**config.mk**
```make
export PLATFORM = sky130hd
export DESIGN_NAME = sudoku_grid_parser_flat
export DESIGN_NICKNAME = d
export VERILOG_FILES = /design/src/rtl/sudoku_pkg.sv /design/src/rtl/sudoku_grid_parser_if.sv /design/src/rtl/sudoku_char_decode.sv /design/src/rtl/sudoku_grid_parser.sv /design/src/flat_wrapper.sv
export SDC_FILE = /design/constraint.sdc
export NUM_CORES = 2
export LEC_CHECK = 0
export BUFFER_PORTS_ARGS = -buffer_cell sky130_fd_sc_hd__buf_2
export CAP_MARGIN = 20
export CORE_ASPECT_RATIO = 0.5
export CORE_MARGIN = 1.5
export CORE_UTILIZATION = 50
export CTS_CLUSTER_SIZE = 28
export DETAILED_ROUTE_END_ITERATION = 12
export HOLD_SLACK_MARGIN = 0.05
export PLACE_DENSITY = 0.76
export SLEW_MARGIN = 25
export SYNTH_ARGS = -nofsm -noshare
export SYNTH_HDL_FRONTEND = slang
export SYNTH_HIERARCHICAL = 1
export SYNTH_SLANG_ARGS = --single-unit
export TNS_END_PERCENT = 100
```
**constraint.sdc**
```tcl
create_clock -name i_Clk -period 5.6 [get_ports i_Clk]
set_input_delay 0 -clock i_Clk [delete_from_list [all_inputs] [get_ports i_Clk]]
set_output_delay 0 -clock i_Clk [all_outputs]
set_load 0.05 [all_outputs]
```
**src/rtl/sudoku_pkg.sv**
```systemverilog
// Shared types and constants for the grid parser: cell encoding, ASCII codes,
// parser state/error enums and the box-index helper.
package sudoku_pkg;

    localparam int N     = 9;
    localparam int CELLS = 81;

    typedef logic [8:0] cell_t;

    localparam logic [7:0] ASCII_TAB   = 8'h09;
    localparam logic [7:0] ASCII_LF    = 8'h0A;
    localparam logic [7:0] ASCII_CR    = 8'h0D;
    localparam logic [7:0] ASCII_ESC   = 8'h1B;
    localparam logic [7:0] ASCII_SPACE = 8'h20;
    localparam logic [7:0] ASCII_COMMA = 8'h2C;
    localparam logic [7:0] ASCII_DOT   = 8'h2E;
    localparam logic [7:0] ASCII_ZERO  = 8'h30;
    localparam logic [7:0] ASCII_ONE   = 8'h31;
    localparam logic [7:0] ASCII_NINE  = 8'h39;

    typedef enum logic [1:0] {
        COLLECT,
        DONE,
        ERROR
    } parse_state_t;

    typedef enum logic [1:0] {
        ERR_NONE     = 2'd0,
        ERR_CHAR     = 2'd1,
        ERR_CONFLICT = 2'd2
    } parse_err_t;

    typedef enum logic [2:0] {
        CLS_DIGIT,
        CLS_EMPTY,
        CLS_SKIP,
        CLS_ABORT,
        CLS_ILLEGAL
    } byte_class_t;

    // Box number (Y/3)*3 + X/3 from coordinates 0..8, using compares instead of division.
    function automatic logic [3:0] box_index(input logic [3:0] x, input logic [3:0] y);
        logic [3:0] band;
        logic [3:0] stack;
        band  = (y >= 4'd6) ? 4'd6 : ((y >= 4'd3) ? 4'd3 : 4'd0);
        stack = (x >= 4'd6) ? 4'd2 : ((x >= 4'd3) ? 4'd1 : 4'd0);
        return band + stack;
    endfunction

endpackage

```
**src/rtl/sudoku_grid_parser_if.sv**
```systemverilog
// Byte-in / grid-out bundle between the UART receiver side (master) and the
// grid parser (slave).
interface sudoku_grid_parser_if;

    logic [7:0]           i_Rx_Byte;
    logic                 i_Rx_Valid;
    logic                 i_Clear;
    sudoku_pkg::cell_t    o_Grid [9][9];
    logic                 o_Grid_Valid;
    logic                 o_Done;
    logic [1:0]           o_Error;
    logic [6:0]           o_Cell_Count;

    modport master (
        output i_Rx_Byte, i_Rx_Valid, i_Clear,
        input  o_Grid, o_Grid_Valid, o_Done, o_Error, o_Cell_Count
    );

    modport slave (
        input  i_Rx_Byte, i_Rx_Valid, i_Clear,
        output o_Grid, o_Grid_Valid, o_Done, o_Error, o_Cell_Count
    );

endinterface

```
**src/rtl/sudoku_char_decode.sv**
```systemverilog
// Combinational byte classifier: sorts a received byte into digit / empty /
// separator / abort / illegal and produces the one-hot cell value.
module sudoku_char_decode
    import sudoku_pkg::*;
#(
    parameter bit p_ALLOW_DOT = 1'b1
) (
    input  logic [7:0]  i_Byte,
    output byte_class_t o_Class,
    output cell_t       o_Value
);

    // NOTE: every output gets a default before the decision tree, so no path
    // leaves a value unassigned and no latch is inferred.
    always_comb begin
        o_Class = CLS_ILLEGAL;
        o_Value = '0;
        if (i_Byte >= ASCII_ONE && i_Byte <= ASCII_NINE) begin
            o_Class = CLS_DIGIT;
            o_Value = cell_t'(1) << (i_Byte[3:0] - 4'd1);
        end else if (i_Byte == ASCII_ZERO || (p_ALLOW_DOT && i_Byte == ASCII_DOT)) begin
            o_Class = CLS_EMPTY;
        end else if (i_Byte == ASCII_SPACE || i_Byte == ASCII_TAB || i_Byte == ASCII_CR ||
                     i_Byte == ASCII_LF || i_Byte == ASCII_COMMA) begin
            o_Class = CLS_SKIP;
        end else if (i_Byte == ASCII_ESC) begin
            o_Class = CLS_ABORT;
        end
    end

endmodule

```
**src/rtl/sudoku_grid_parser.sv**
```systemverilog
// Assembles the 81-cell one-hot puzzle grid from the received byte stream,
// tracking row/column/box masks to reject conflicting givens.
module sudoku_grid_parser
    import sudoku_pkg::*;
#(
    parameter bit p_ALLOW_DOT       = 1'b1,
    parameter bit p_CHECK_CONFLICTS = 1'b1
) (
    input  logic                 i_Clk,
    input  logic                 i_Rst_n,
    sudoku_grid_parser_if.slave  bus
);

    byte_class_t  byte_class;
    cell_t        byte_value;

    sudoku_char_decode #(
        .p_ALLOW_DOT (p_ALLOW_DOT)
    ) u_decode (
        .i_Byte  (bus.i_Rx_Byte),
        .o_Class (byte_class),
        .o_Value (byte_value)
    );

    parse_state_t state_q, state_d;
    parse_err_t   err_q, err_d;
    cell_t        grid_q [N][N];
    cell_t        grid_d [N][N];
    cell_t        row_mask_q [N];
    cell_t        row_mask_d [N];
    cell_t        col_mask_q [N];
    cell_t        col_mask_d [N];
    cell_t        box_mask_q [N];
    cell_t        box_mask_d [N];
    logic [3:0]   x_q, x_d;
    logic [3:0]   y_q, y_d;
    logic [6:0]   count_q, count_d;
    logic         valid_q, valid_d;
    logic         done_q, done_d;

    logic [3:0]   box_idx;
    logic         restart;
    logic         conflict;

    assign box_idx  = box_index(x_q, y_q);
    assign restart  = bus.i_Clear || (bus.i_Rx_Valid && byte_class == CLS_ABORT);
    assign conflict = p_CHECK_CONFLICTS &&
                      (|(byte_value & (row_mask_q[y_q] | col_mask_q[x_q] | box_mask_q[box_idx])));

    always_comb begin
        state_d    = state_q;
        err_d      = err_q;
        grid_d     = grid_q;
        row_mask_d = row_mask_q;
        col_mask_d = col_mask_q;
        box_mask_d = box_mask_q;
        x_d        = x_q;
        y_d        = y_q;
        count_d    = count_q;
        valid_d    = valid_q;
        done_d     = 1'b0;

        if (restart) begin
            state_d    = COLLECT;
            err_d      = ERR_NONE;
            grid_d     = '{default: '0};
            row_mask_d = '{default: '0};
            col_mask_d = '{default: '0};
            box_mask_d = '{default: '0};
            x_d        = '0;
            y_d        = '0;
            count_d    = '0;
            valid_d    = 1'b0;
        end else if (bus.i_Rx_Valid && state_q == COLLECT) begin
            if (byte_class == CLS_ILLEGAL) begin
                err_d   = ERR_CHAR;
                state_d = ERROR;
            end else if (byte_class == CLS_DIGIT && conflict) begin
                err_d   = ERR_CONFLICT;
                state_d = ERROR;
            end else if (byte_class == CLS_DIGIT || byte_class == CLS_EMPTY) begin
                // Empty cells carry value 0, so OR-ing it leaves the masks untouched.
                grid_d[x_q][y_q]    = byte_value;
                row_mask_d[y_q]     = row_mask_q[y_q] | byte_value;
                col_mask_d[x_q]     = col_mask_q[x_q] | byte_value;
                box_mask_d[box_idx] = box_mask_q[box_idx] | byte_value;
                count_d             = count_q + 7'd1;
                if (x_q == 4'd8) begin
                    x_d = '0;
                    y_d = y_q + 4'd1;
                end else begin
                    x_d = x_q + 4'd1;
                end
                if (count_q == 7'(CELLS - 1)) begin
                    state_d = DONE;
                    valid_d = 1'b1;
                    done_d  = 1'b1;
                end
            end
        end
    end

    // NOTE: the grid is a bank of flops, not a RAM, so clearing it on reset is
    // required behaviour and costs nothing beyond the reset mux.
    always_ff @(posedge i_Clk) begin
        if (!i_Rst_n) begin
            state_q    <= COLLECT;
            err_q      <= ERR_NONE;
            grid_q     <= '{default: '0};
            row_mask_q <= '{default: '0};
            col_mask_q <= '{default: '0};
            box_mask_q <= '{default: '0};
            x_q        <= '0;
            y_q        <= '0;
            count_q    <= '0;
            valid_q    <= 1'b0;
            done_q     <= 1'b0;
        end else begin
            state_q    <= state_d;
            err_q      <= err_d;
            grid_q     <= grid_d;
            row_mask_q <= row_mask_d;
            col_mask_q <= col_mask_d;
            box_mask_q <= box_mask_d;
            x_q        <= x_d;
            y_q        <= y_d;
            count_q    <= count_d;
            valid_q    <= valid_d;
            done_q     <= done_d;
        end
    end

    assign bus.o_Grid       = grid_q;
    assign bus.o_Grid_Valid = valid_q;
    assign bus.o_Done       = done_q;
    assign bus.o_Error      = err_q;
    assign bus.o_Cell_Count = count_q;

endmodule

```
**src/flat_wrapper.sv**
```systemverilog
// flat-port wrapper written by rule: the top's interface ports become plain ports
module sudoku_grid_parser_flat import sudoku_pkg::*;
#(
    parameter bit p_ALLOW_DOT       = 1'b1,
    parameter bit p_CHECK_CONFLICTS = 1'b1
)
  (i_Clk, i_Rst_n, bus_i_Rx_Byte, bus_i_Rx_Valid, bus_i_Clear, bus_o_Grid, bus_o_Grid_Valid, bus_o_Done, bus_o_Error, bus_o_Cell_Count);
  sudoku_grid_parser_if bus_i ();
  input  logic i_Clk;
  input  logic i_Rst_n;
  input wire logic [$bits(bus_i.i_Rx_Byte)-1:0] bus_i_Rx_Byte;
  input wire logic [$bits(bus_i.i_Rx_Valid)-1:0] bus_i_Rx_Valid;
  input wire logic [$bits(bus_i.i_Clear)-1:0] bus_i_Clear;
  output wire logic [$bits(bus_i.o_Grid)-1:0] bus_o_Grid;
  output wire logic [$bits(bus_i.o_Grid_Valid)-1:0] bus_o_Grid_Valid;
  output wire logic [$bits(bus_i.o_Done)-1:0] bus_o_Done;
  output wire logic [$bits(bus_i.o_Error)-1:0] bus_o_Error;
  output wire logic [$bits(bus_i.o_Cell_Count)-1:0] bus_o_Cell_Count;
  assign bus_i.i_Rx_Byte = bus_i_Rx_Byte;
  assign bus_i.i_Rx_Valid = bus_i_Rx_Valid;
  assign bus_i.i_Clear = bus_i_Clear;
  assign bus_o_Grid = {>>{bus_i.o_Grid}};
  assign bus_o_Grid_Valid = bus_i.o_Grid_Valid;
  assign bus_o_Done = bus_i.o_Done;
  assign bus_o_Error = bus_i.o_Error;
  assign bus_o_Cell_Count = bus_i.o_Cell_Count;
  sudoku_grid_parser #(.p_ALLOW_DOT(p_ALLOW_DOT), .p_CHECK_CONFLICTS(p_CHECK_CONFLICTS)) u_core (.i_Clk(i_Clk), .i_Rst_n(i_Rst_n), .bus(bus_i));
endmodule
```
=== Word level (Yosys, flattened, before mapping) ===
Cells that the tools add are included.

* Register bits after elaboration: 993
* Input port bits: 12
* Output and inout port bits: 740
* Word-level logic and storage cells: 225

* Add/subtract/negate cells: 5
* Order comparisons: 12
* Equality and inequality tests: 13
* Shift operators: 1
* Muxes and demuxes: 38
* Bitwise logic cells: 14
* Reductions and logical operators: 27

{| class="wikitable"
|+ Operator list
! cell !! count
|-
| 729-bit bitwise mux || 1
|-
| 81-bit demux with 4-bit select || 1
|-
| 81-bit bitwise mux || 3
|-
| 9-bit binary-select mux with 4-bit select || 3
|-
| 9-bit demux with 4-bit select || 3
|-
| 9-bit two-way mux || 10
|-
| 81-bit two-way mux || 1
|-
| 9-bit bitwise OR || 5
|-
| 8-bit by 6-bit equality test with 1-bit output, second input constant || 4
|-
| 8-bit by 4-bit equality test with 1-bit output, second input constant || 3
|-
| 5-bit greater-or-equal comparator, second input constant || 3
|-
| 5-bit by 1-bit < comparator with 1-bit output, second input constant || 3
|-
| 4-bit inverter with 5-bit output || 3
|-
| 2-bit two-way mux || 7
|-
| 3-bit two-way mux || 4
|-
| 4-bit two-way mux || 3
|-
| 5-bit AND reduction || 2
|-
| 9-bit AND || 1
|-
| 9-bit OR reduction || 1
|-
| 1-bit by 4-bit left shift with 9-bit output, first input constant || 1
|-
| 4-bit by 1-bit adder with 4-bit output, second input constant || 2
|-
| 8-bit by 5-bit equality test with 1-bit output, second input constant || 1
|-
| 4-bit by 2-bit greater-or-equal comparator with 1-bit output, second input constant || 2
|-
| 4-bit by 3-bit greater-or-equal comparator with 1-bit output, second input constant || 2
|-
| other kinds (23) || 41
|}

=== Depth between registers and ports, before layout ===
* Depth after elaboration: 14
* Mapped depth: 24
* Mapped depth without buffers: 18

=== Hierarchy ===
The synthesis kept the hierarchy.

{| class="wikitable"
|+ By module, submodules not included
! module !! instances !! cells an instance !! area each (µm²) !! seq. area each (µm²)
|-
| sudoku_grid_parser || 1 || 3,834 || 38,769.7 || 19,879.1
|-
| sudoku_char_decode || 1 || 52 || 349.1 || 0.0
|}

=== Least setup slack after synthesis ===
OpenSTA, ideal clock, no wires.

* Path kind: reg2reg
* Start: register u_core.x_q[0]
* End: register u_core/box_mask_q[46] (netlist bit)
* Library setup time: 0.077 ns
* Arrival: 5.826 ns
* Data required time: 5.523 ns
* Setup slack: -0.303 ns
* Stages on the path, launching flop included: 25
* Buffers on the path: 7
* Period minus slack after synthesis: 5.903 ns
* Path through: dfxtp_1 > clkbuf_1 > clkbuf_1 > inv_1 > ha_1 > o21a_1 > nor2_1 > inv_1 > a21oi_1 > ha_1 > inv_1 > fa_1 > buf_4 > buf_2 > mux4_2 > a221oi_1 > o2bb2ai_1 > o31a_1 > a2111oi_1 > a31oi_1 > buf_2 > buf_6 > nor3_1 > buf_4 > mux2i_1

* Longest elaborated chain between the ends: 14
* Elaborated cells between the ends (all ways): 27
* Classes of those cells: 1 x add/sub; 4 x order compare; 11 x mux; 7 x bitwise; 4 x reduce/logical

{| class="wikitable"
|+ Ends and longest elaborated chain
! what !! line !! text
|-
| from (decl) || sudoku_grid_parser.sv:35 || <nowiki>logic [3:0] x_q, x_d;</nowiki>
|-
| from (signal assigned) || sudoku_grid_parser.sv:113 || <nowiki>x_q <= '0;</nowiki>
|-
| from (signal assigned) || sudoku_grid_parser.sv:125 || <nowiki>x_q <= x_d;</nowiki>
|-
| 4-bit by 2-bit greater-or-equal comparator with 1-bit output || sudoku_pkg.sv:46 || <nowiki>stack = (x >= 4'd6) ? 4'd2 : ((x >= 4'd3) ? 4'd1 : 4'd0);</nowiki>
|-
| 1-bit two-way mux || sudoku_pkg.sv:46 ||
|-
| 4-bit two-way mux || sudoku_pkg.sv:46 ||
|-
| 4-bit adder || sudoku_pkg.sv:47 || <nowiki>return band + stack;</nowiki>
|-
| 4-bit inverter with 5-bit output (implied by the code) || sudoku_grid_parser.sv:48, sudoku_grid_parser.sv:86 ||
|-
| 9-bit binary-select mux with 4-bit select || sudoku_grid_parser.sv:48, sudoku_grid_parser.sv:86 ||
|-
| 9-bit two-way mux (implied by the code) (2 in series) || sudoku_grid_parser.sv:48, sudoku_grid_parser.sv:86 ||
|-
| 9-bit bitwise OR || sudoku_grid_parser.sv:48 || <nowiki>(|(byte_value & (row_mask_q[y_q] | col_mask_q[x_q] | box_mask_q[box_idx])));</nowiki>
|-
| 9-bit AND || sudoku_grid_parser.sv:48 ||
|-
| 9-bit OR reduction || sudoku_grid_parser.sv:48 ||
|-
| 1-bit logical AND || sudoku_grid_parser.sv:78 || <nowiki>end else if (byte_class == CLS_DIGIT && conflict) begin</nowiki>
|-
| 1-bit inverter (no line) || - ||
|-
| 4-bit AND reduction (no line) || - ||
|-
| to (signal assigned) || sudoku_grid_parser.sv:124 || <nowiki>box_mask_q <= box_mask_d;</nowiki>
|-
| to (decl) || sudoku_grid_parser.sv:33 || <nowiki>cell_t box_mask_q [N];</nowiki>
|}

Parallel ways exist; a longest one is shown, timed or not. The select of a mux whose other input is x is not followed.
A chain may end at the register's enable or synchronous reset.

=== Worst setup path after layout ===
* Start: register u_core.x_q[0]
* End: register u_core.grid_q (netlist bit u_core/bus.o_Grid[57])

* Longest elaborated chain between the ends: 14
* Elaborated cells between the ends (all ways): 26
* Classes of those cells: 1 x add/sub; 4 x order compare; 11 x mux; 6 x bitwise; 4 x reduce/logical

{| class="wikitable"
|+ Ends and longest elaborated chain
! what !! line !! text
|-
| 4-bit by 2-bit greater-or-equal comparator with 1-bit output || sudoku_pkg.sv:46 ||
|-
| 1-bit two-way mux || sudoku_pkg.sv:46 ||
|-
| 4-bit two-way mux || sudoku_pkg.sv:46 ||
|-
| 4-bit adder || sudoku_pkg.sv:47 ||
|-
| 4-bit inverter with 5-bit output (implied by the code) || sudoku_grid_parser.sv:48 ||
|-
| 9-bit binary-select mux with 4-bit select || sudoku_grid_parser.sv:48 ||
|-
| 9-bit two-way mux (implied by the code) (2 in series) || sudoku_grid_parser.sv:48 ||
|-
| 9-bit bitwise OR || sudoku_grid_parser.sv:48 ||
|-
| 9-bit AND || sudoku_grid_parser.sv:48 ||
|-
| 9-bit OR reduction || sudoku_grid_parser.sv:48 ||
|-
| 1-bit logical AND || sudoku_grid_parser.sv:78 ||
|-
| 1-bit inverter (no line) || - ||
|-
| 4-bit AND reduction (no line) || - ||
|-
| to (signal assigned) || sudoku_grid_parser.sv:121 || <nowiki>grid_q <= grid_d;</nowiki>
|-
| to (decl) || sudoku_grid_parser.sv:27 || <nowiki>cell_t grid_q [N][N];</nowiki>
|}

Parallel ways exist; a longest one is shown, timed or not. The select of a mux whose other input is x is not followed.

==> results.cfg <==
[global_route]
grt_pass1_wl_um = 187000
grt_overflow = 0
grt_pass1_vias = 30500
grt_use_total_pct = 30.4
antenna_found_initial = 9
grt_max_degree = 240

[clock_tree]
cts_hold_buffers = 0
cts_sinks = 993
clock_latency_ns = 0.69
htreeDepth = 3
cts_made_buffers = 86
path_clk_slew_ns = 0.07
clk_path_buf_depth = 3
root_buffer = clkbuf_16
cts_tree = yes

[worst_setup_path]
critPathSlowestCell = fa_2
endpoint_kind = flop
startpoint_type = flop
r2r_cells = 20
r2r_slack_ns = 0.04
crit_arrival_ns = 6.08
crit_top_cell = buf_6
r2r-start = u_core/x_q[0]$_SDFFE_PP0P_
critPathTopFamily = multiplexers
r2r-end = u_core/bus.o_Grid[57]$_SDFFE_PP0P_
cp.required_ns = 6.12
path_class = reg2reg
crit_chain = buf_6 > ha_1 > inv_1 > a21oi_4 > ha_2 > inv_2 > fa_2 > buf_12 > buf_6 > mux4_2 > and3_1 > mux4_2 > o41ai_2 > nand4_1 > nor3_4 > a31oi_4 > buf_12 > or3_4 > buf_6 > mux2i_2
slowest_delay_ns = 0.67
cp_num_buf_inv = 7
crit_fanout = 31
crit_cells = 20

[hold_path]
hp-start = i_Rst_n
whs_path_depth = 3
worstHoldEndpoint = u_core/bus.o_Error[1]$_SDFFE_PP0P_
holdCritPathClass = in2reg

[power_and_ir_drop]
switching_share_pct = 21.3
irDropWorstVdd_mv = 0.187
p_seq_share_pct = 51.8
powerDensity_nw_per_um2 = 286
power_uw = 13600
combPwrFrac_pct = 1.4
clock_power_share_pct = 46.8
switching_power_uw = 2900
p_leak_uw = 0.0250
internal_power_uw = 10700

[finish]
fill_cells = 6259
design_area_um2 = 47700
final_cell_mix = nand2_1 (1,020), mux2i_1 (1,013), dfxtp_1 (992)
final_common_cell = nand2_1
layout-drive-gt1-share_pct = 25.8
nNetsFinal = 4584
area_growth_pct = 21.9

[timing]
hold_viol_final = 0
clock_skew_ns = 0.0306
rsz0062_at_grt = yes
fin_crit_sh_pct = 99.3
worst_pin_slew_ns = 1.37
max_freq_mhz = 180
slew-limit-headroom_pct = 8.63
min_period_ns = 5.56
finalMaxSlewViolations = 0
setup_viol = 0

[yosys]
synth_cell_types = 70
seq_area_frac_synth_pct = 50.8
synth_top_cell_by_area = dfxtp_1
synth_edf_count = 0
syn_area_um2 = 39100
synth_top_flop_cell = dfxtp_1
synth_top_area_share_pct = 50.8
postSynthAreaPerCell_um2 = 10.1
ys_warn_count = 6
ys_ff_latch = 993
synthesis.nets = 3914
async_flop_share_pct = 0
synth.area.top_cells = dfxtp_1 (51%), mux2i_1 (26%), nand2_1 (9.9%)
netlist_instances = 3886

[place]
dpl-instance-area_um2 = 44200
portBuffers = 751
hpwl_um = 85100
globalplace.congestion = 0.904

[outcome]
outcome = complete, no violations

[routing]
routed_via_density = 5.59
drt_iter0_drc = 3052
drc = 0
routed_wl_um = 128000
ant_nets = 0
vias = 31600
dr.pass1.iters = 6
routedWlPerCell_um = 22.5

[run]
cap_violations = 0

[die]
die_h_um = 201
die_w_um = 399
die_area_um2 = 80000
row_count = 72
fp.coreArea_um2 = 77400
boundaryPins = 752
initial_core_util_pct = 50.6
metrics by stage:
step	setup slack, ns	setup TNS [ns]	std cells	hold slack [ns]	utilization (%)
6_report	0.0406	0	5665	0.124	61.6
4_1_cts	-0.00899	-0.0345	5643	0.0998	61.1
3_3_place_gp	-0.00653	-0.00653	5487	0.438	57.2
3_5_place_dp	0.00442	0	5487	0.447	57.2
5_1_grt	-0.0542	-1.78	5663	0.148	61.6
2_1_floorplan	0.0337	0	3886	0.324	-
flip-flops by register name, summed over array words and instances, names as in the netlist:
register and cells:
u_core/col_mask_q 81, u_core/bus.o_Grid 729, u_core/bus.o_Done 1, u_core/bus.o_Grid_Valid 1, u_core/box_mask_q 81, u_core/y_q 4
u_core/row_mask_q 81, u_core/state_q 2, u_core/x_q 4, u_core/bus.o_Cell_Count 7, u_core/bus.o_Error 2
repair_timing:
action                                  CTS  global route
endpoints found under the setup margin   16           974
buffers inserted                          0             9
cloned                                    1             7
resized for setup                         3            46
hold endpoints to repair                  0             0
pin swaps                                 0            14
logic make-up (layout without fill, tap and decap cells):
| group | after synthesis | in the layout | synth area share (%) |
|---|---|---|---|
| buffers and inverters | 382 | 1119 | 4.35 |
| other | 0 | 6 | 0 |
| AOI/OAI and AO/OA | 155 | 155 | 2.78 |
| adders and majority gates | 16 | 16 | 0.531 |
| DFF | 993 | 993 | 50.8 |
| xor gates and xnor gates | 3 | 3 | 0.0672 |
| muxes | 1067 | 1067 | 28.1 |
| and+or+nand+nor | 1270 | 1270 | 13.3 |
worst max-delay path by stage:
stage                                          start                                   to
after global routing      u_core/x_q[0]$_SDFFE_PP0P_   u_core/box_mask_q[19]$_SDFFE_PP0P_
after detailed placement  u_core/x_q[0]$_SDFFE_PP0P_   u_core/bus.o_Grid[39]$_SDFFE_PP0P_
final                     u_core/x_q[0]$_SDFFE_PP0P_   u_core/bus.o_Grid[57]$_SDFFE_PP0P_
after global placement    u_core/x_q[0]$_SDFFE_PP0P_   u_core/bus.o_Grid[39]$_SDFFE_PP0P_
after floorplan           u_core/x_q[0]$_SDFFE_PP0P_   u_core/box_mask_q[46]$_SDFFE_PP0P_
after CTS                 u_core/x_q[0]$_SDFFE_PP0P_  u_core/bus.o_Grid[444]$_SDFFE_PP0P_
power by group through the flow:
stage	clock, uW	sequential (uW)	combinational [uW]
floorplan	0	7220	132
global placement	0	7220	181
detailed placement	0	7220	183
CTS	6430	7060	188
global route	6730	7050	206
finish	6380	7060	195
synth_stat cells, drive strengths merged (8+ instances only):
| library cell | n |
|---|---|
| nand2b | 10 |
| nor3 | 22 |
| nand3 | 88 |
| o22ai | 12 |
| mux2 | 31 |
| mux4 | 22 |
| or2 | 17 |
| buf | 138 |
| o21ai | 30 |
| mux2i | 1014 |
| clkbuf | 220 |
| a21oi | 23 |
| a22oi | 10 |
| nand2 | 1029 |
| nor2 | 34 |
| or3 | 15 |
| and3 | 8 |
| a221oi | 11 |
| dfxtp | 993 |
| inv | 22 |
| ha | 15 |
layer usage:
layer | track usage [%] | vias to the layer above | share of wire [%] | routed length (um)
met4 | 15.6 | 2 | 5.5 | 7000
met3 | 6.29 | 376 | 7.7 | 9820
met1 | 38.3 | 15500 | 40 | 51300
met5 | 0 | - | 0.010 | 13
met2 | 49.3 | 1320 | 47 | 59400
li1 | - | 14500 | - | -
cell type report:
cell class | count | area [um2] | area share [%]
diodes | 6 | 15.0 | 0.0315
clock buffers | 124 | 2510 | 5.26
clock inverters | 31 | 479 | 1.00
inverters | 24 | 90.1 | 0.189
multi-input cells | 2511 | 17800 | 37.3
flip-flops and latches | 993 | 19900 | 41.7
well taps | 1036 | 1300 | 2.72
repair buffers | 940 | 5620 | 11.8
tightest hold or removal path, delay by kind of cell:
family	cells	cell delay (ns)
AO/OA/AOI/OAI	1	0.22
buffers and inverters	1	0.11
AND/OR/NAND/NOR	1	0.43
Power figures use the tool's default switching activity.
